===== config.mk =====
export PLATFORM = sky130hd
export DESIGN_NAME = mac_seq_ctrl
export DESIGN_NICKNAME = d
export VERILOG_FILES = /design/src/rtl/mac_seq_ctrl.sv
export SDC_FILE = /design/constraint.sdc
export NUM_CORES = 1
export LEC_CHECK = 0
export CORE_MARGIN = 1.5
export CORE_UTILIZATION = 28
export DETAILED_ROUTE_END_ITERATION = 8
export GPL_ROUTABILITY_DRIVEN = 0
export PLACE_DENSITY_LB_ADDON = 0.3
export RECOVER_POWER = 25
export SKIP_LAST_GASP = 1
export SLEW_MARGIN = 20
export SYNTH_ARGS = -nofsm -noshare
export SYNTH_HDL_FRONTEND = slang
export SYNTH_SLANG_ARGS = --single-unit

===== constraint.sdc =====
create_clock -name clk -period 2.5 [get_ports clk]
set_input_delay 0.5 -clock clk [delete_from_list [all_inputs] [get_ports clk]]
set_output_delay 0.5 -clock clk [all_outputs]
set_load 0.01 [all_outputs]

===== src/rtl/mac_seq_ctrl.sv =====
// mac_seq_ctrl
// Sequencer for an external multiply-accumulate datapath. It accepts a job
// length, clears the MAC, streams operand pairs into it, spends one cycle
// draining the registered multiply stage and one cycle capturing the
// accumulator, then presents the dot product on a valid/ready handshake.
//
// Ports:
//   clk, rst_n             clock, asynchronous active-low reset
//   start, len             job request and number of operand pairs (IDLE only)
//   abort                  synchronous cancel of the current job
//   op_valid, op_ready     operand stream handshake
//   op_a, op_b             unsigned operand pair
//   mac_en, mac_clr        enable / clear to the MAC (clear has priority there)
//   mac_a, mac_b           operands to the MAC, forced to 0 when mac_en is low
//   mac_cout               accumulator value returned by the MAC
//   result_valid, result_ready, result   result handshake
//   busy                   high in every state except IDLE
//   done                   one-cycle pulse when the result is accepted

module mac_seq_ctrl #(
    parameter int DATA_WIDTH = 8,
    parameter int LEN_WIDTH  = 8
) (
    input  logic                    clk,
    input  logic                    rst_n,
    input  logic                    start,
    input  logic [LEN_WIDTH-1:0]    len,
    input  logic                    abort,
    input  logic                    op_valid,
    output logic                    op_ready,
    input  logic [DATA_WIDTH-1:0]   op_a,
    input  logic [DATA_WIDTH-1:0]   op_b,
    output logic                    mac_en,
    output logic                    mac_clr,
    output logic [DATA_WIDTH-1:0]   mac_a,
    output logic [DATA_WIDTH-1:0]   mac_b,
    input  logic [3*DATA_WIDTH-1:0] mac_cout,
    output logic                    result_valid,
    input  logic                    result_ready,
    output logic [3*DATA_WIDTH-1:0] result,
    output logic                    busy,
    output logic                    done
);

    localparam int ACC_WIDTH = 3 * DATA_WIDTH;

    typedef enum logic [2:0] {
        IDLE    = 3'd0,
        CLEAR   = 3'd1,
        STREAM  = 3'd2,
        FLUSH   = 3'd3,
        CAPTURE = 3'd4,
        OUT     = 3'd5
    } state_t;

    state_t                 state;
    state_t                 next_state;
    logic [LEN_WIDTH-1:0]   count;
    logic [ACC_WIDTH-1:0]   result_q;
    logic                   kill;
    logic                   handshake;

    // An abort only matters once a job is running; in IDLE it is ignored.
    assign kill      = abort && (state != IDLE);
    assign handshake = (state == STREAM) && op_valid && !abort;

    always_ff @(posedge clk or negedge rst_n) begin
        if (!rst_n) begin
            state <= IDLE;
        end else begin
            state <= next_state;
        end
    end

    always_comb begin
        next_state = state;
        unique case (state)
            IDLE: begin
                if (start) begin
                    next_state = CLEAR;
                end
            end
            CLEAR: begin
                next_state = (count == '0) ? OUT : STREAM;
            end
            STREAM: begin
                // The pair that empties the counter is the last one.
                if (handshake && (count == LEN_WIDTH'(1))) begin
                    next_state = FLUSH;
                end
            end
            FLUSH: begin
                next_state = CAPTURE;
            end
            CAPTURE: begin
                next_state = OUT;
            end
            OUT: begin
                if (result_ready) begin
                    next_state = IDLE;
                end
            end
            default: begin
                next_state = IDLE;
            end
        endcase
        if (kill) begin
            next_state = IDLE;
        end
    end

    // Remaining-pair counter and captured result.
    always_ff @(posedge clk or negedge rst_n) begin
        if (!rst_n) begin
            count    <= '0;
            result_q <= '0;
        end else if (kill) begin
            count <= '0;
        end else begin
            if ((state == IDLE) && start) begin
                count <= len;
            end else if (handshake) begin
                count <= count - LEN_WIDTH'(1);
            end

            // Zeroing in CLEAR gives an empty job its result of 0.
            if (state == CLEAR) begin
                result_q <= '0;
            end else if (state == CAPTURE) begin
                result_q <= mac_cout;
            end
        end
    end

    always_comb begin
        busy         = (state != IDLE);
        op_ready     = 1'b0;
        mac_en       = 1'b0;
        mac_clr      = 1'b0;
        mac_a        = '0;
        mac_b        = '0;
        result_valid = 1'b0;
        done         = 1'b0;
        unique case (state)
            CLEAR: begin
                mac_clr = 1'b1;
            end
            STREAM: begin
                op_ready = 1'b1;
                mac_en   = op_valid;
                if (op_valid) begin
                    mac_a = op_a;
                    mac_b = op_b;
                end
            end
            FLUSH: begin
                // Zero operands push the last registered product into the accumulator.
                mac_en = 1'b1;
            end
            OUT: begin
                result_valid = 1'b1;
                done         = result_ready;
            end
            default: begin
            end
        endcase
        // Abort clears the MAC and masks every other side effect this cycle.
        if (kill) begin
            op_ready     = 1'b0;
            mac_en       = 1'b0;
            mac_a        = '0;
            mac_b        = '0;
            mac_clr      = 1'b1;
            result_valid = 1'b0;
            done         = 1'b0;
        end
    end

    assign result = result_q;

endmodule


==> metrics.txt <==
hold_buf cts=0; EDFF count, synth=0; outcome=complete, but fails checks; top cells by area, synth=dfrtp_1, a22o_2, and2_1; register area share after synthesis=0.4513; startpoint types=primary input; Tot GR Track Use=0.1391; failing checks=max-capacitance violations, max-slew violations, negative setup slack; final worst slack=-0.1330 ns; port bufs=99; I/O Pins=100; Initial Util=0.2872; CTS tree=yes; CTS Root Cell=clkbuf_8; fill cell count=642; total grt overflow=0; TritonCTS buffer count=5; Worst Path Max Fanout=10; synthesis warning total=0; Clock Tree Buf Depth=2; worst-skew pair later-pin latency=0.28 ns; data arrival time of the worst path=2.13 ns; commonest cells in the netlist=dfrtp_1, a22o_2, and2_1; min Tclk post-route=2.633 ns; share of layout cells above drive strength 1=0.2096; Ant. Diodes=0; Synth Instances=180; drt wl/cell=13.57 um; global-route wire length before repair=8300 um; HP Start=result[23]; num rows=30; worst min path class=reg -> reg; Final #Nets=346; H-tree depth=2; Peak VDD IR=0.4796 mV; Leak Pwr=1.387 nW; clock skew=0.005810 ns; final setup fails=10; max cap viols=1; RSZ-0062 raised after global routing=true; drt total wl=5034 um; relative slew slack=-0.2889; hold depth=1; Total Power Consumption=3.445 mW; synthesized area per cell=10.78 sq um; vias in the first global route=1743; final setup TNS=-1.229 ns; critical path required time=2.00 ns; Setup CP Type=in -> out; CTS Sinks=35; Async S/R FF share, synth=1.000; die width=86.25 um; area grow syn2layout=62.67%; DR vias/cell=4.790; dpl hpwl=3634 um; Post-DRT Antenna Nets=0; routed via count=1777; Cell Area, Synth=1941 sq um; top_reg_cell synth=dfrtp_1; Worst-Margin Slew=1.933 ns; Cell variety after synth=45; router iterations before antenna repair=4; core area=6756 sq um; die area=7439 sq um; pwr/cell area=1091 nW/um^2; r2r worst-path depth=6; Die Ht=86.25 um; Synth area leader=dfrtp_1; share of the synthesized area in the top cell type=0.4513; period utilisation layout=1.053; Worst Setup SP=op_valid; Fin. Hold Viols=0; Iteration-0 DRC Markers=45; Worst Setup End Kind=primary output; number of synthesized register bits=35; DR DRC count=0; Syn Nets=236; Final Max Slew Viols=36; Worst-path clk slew=0.07 ns; Fmax=379.8 MHz; r2r startpoint=count[0]; pin count of the biggest net entering global routing=36; cell with the most instances after synthesis=dfrtp_1; initial antenna violation count=0
[worst max-delay path: stages]
cell             delay [ns]
clkdlybuf4s50_1        0.47
inv_1                  0.08
nor4_4                 0.23
buf_4                  0.19
and2_1                 0.14
clkdlybuf4s50_1        0.53
[state kept, by name (all words and copies together) (netlist names)]
register	cells
count	8
result	24
state	3
[logic make-up (layout without fill, tap and decap cells)]
logic type / Yosys count / count (layout) / share of synthesized area
buf+inv: 26 / 137 / 0.07479
flops: 35 / 35 / 0.4513
mux: 1 / 1 / 0.005802
compound gates: 58 / 58 / 0.2360
simple gates: 57 / 57 / 0.2147
fa+ha+maj: 2 / 2 / 0.01289
xor+xnor: 1 / 1 / 0.004514
[power by group]
group | switching (mW) | total [mW] | internal, mW
sequential | 0.187 | 1.01 | 0.823
clock | 0.207 | 0.504 | 0.297
combinational | 0.884 | 1.93 | 1.05
total | 1.28 | 3.45 | 2.17
[layer usage]
layer / vias to the layer above / global-route usage / share of wire
met5: - / 0 / 0
met4: 0 / 0.04252 / 0.013
met3: 6 / 0.03810 / 0.075
met2: 85 / 0.2248 / 0.43
met1: 812 / 0.1822 / 0.48
li1: 874 / - / -
[layout make-up]
type | instances | area (sq um) | share of cell area
multi-input cells | 119 | 924.6 | 0.2929
repair buffers | 115 | 1091 | 0.3456
clock buffers | 5 | 68.82 | 0.02180
well taps | 80 | 100.1 | 0.03171
flip-flops and latches | 35 | 875.8 | 0.2774
inverters | 14 | 52.55 | 0.01665
clock inverters | 3 | 43.79 | 0.01387
[per-stage QoR]
stage	util	instances	worst slack, ns	hold slack, ns	area (sq um)
2_1_floorplan	-	180	0.7054	0.2044	1941
3_3_place_gp	0.4498	361	-0.1459	0.4869	3039
3_5_place_dp	0.4498	361	-0.1640	0.4899	3039
4_1_cts	0.4670	371	-0.1864	0.3229	3156
5_1_grt	0.4672	371	-0.2250	0.5144	3157
6_report	0.4672	371	-0.1330	0.5051	3157
[placed cells by master (no fill, tap or decap), types with 2 or more instances in the layout]
cell and instances:
clkdlybuf4s50_1 88, dfrtp_1 35, a22o_2 19, and2_1 17
buf_4 16, inv_1 13, a21oi_1 9, nor2_1 8
o22ai_1 7, a211oi_1 6, nand2b_1 5, a22o_1 5
clkbuf_8 5, dlygate4sd2_1 5, nor3_1 4, nor4_4 3
o21ai_0 3, or3_1 2, or3b_1 2, or4_4 2
nand2_1 2, o21ai_1 2, ha_1 2, clkbuf_2 2
clkdlybuf4s15_1 2
[what timing repair did]
| action | 4_1_cts | 5_1_grt |
|---|---|---|
| setup endpoints to repair | 19 | 16 |
| buffers inserted | 2 | 0 |
| resized for setup | 9 | 8 |
[path summary, 6_finish.rpt]
| kind | slack (ns) | end |
|---|---|---|
| setup / recovery | -0.13 | mac_a[5] |
| hold reg to reg | 0.51 | result[23] |
| max in group asynchronous | 0.64 | result[6] |
| hold / removal | 0.51 | result[23] |
| setup reg to reg | 0.66 | count[6] |
| min in group asynchronous | 0.75 | result[22] |
Power figures use the tool's default switching activity.
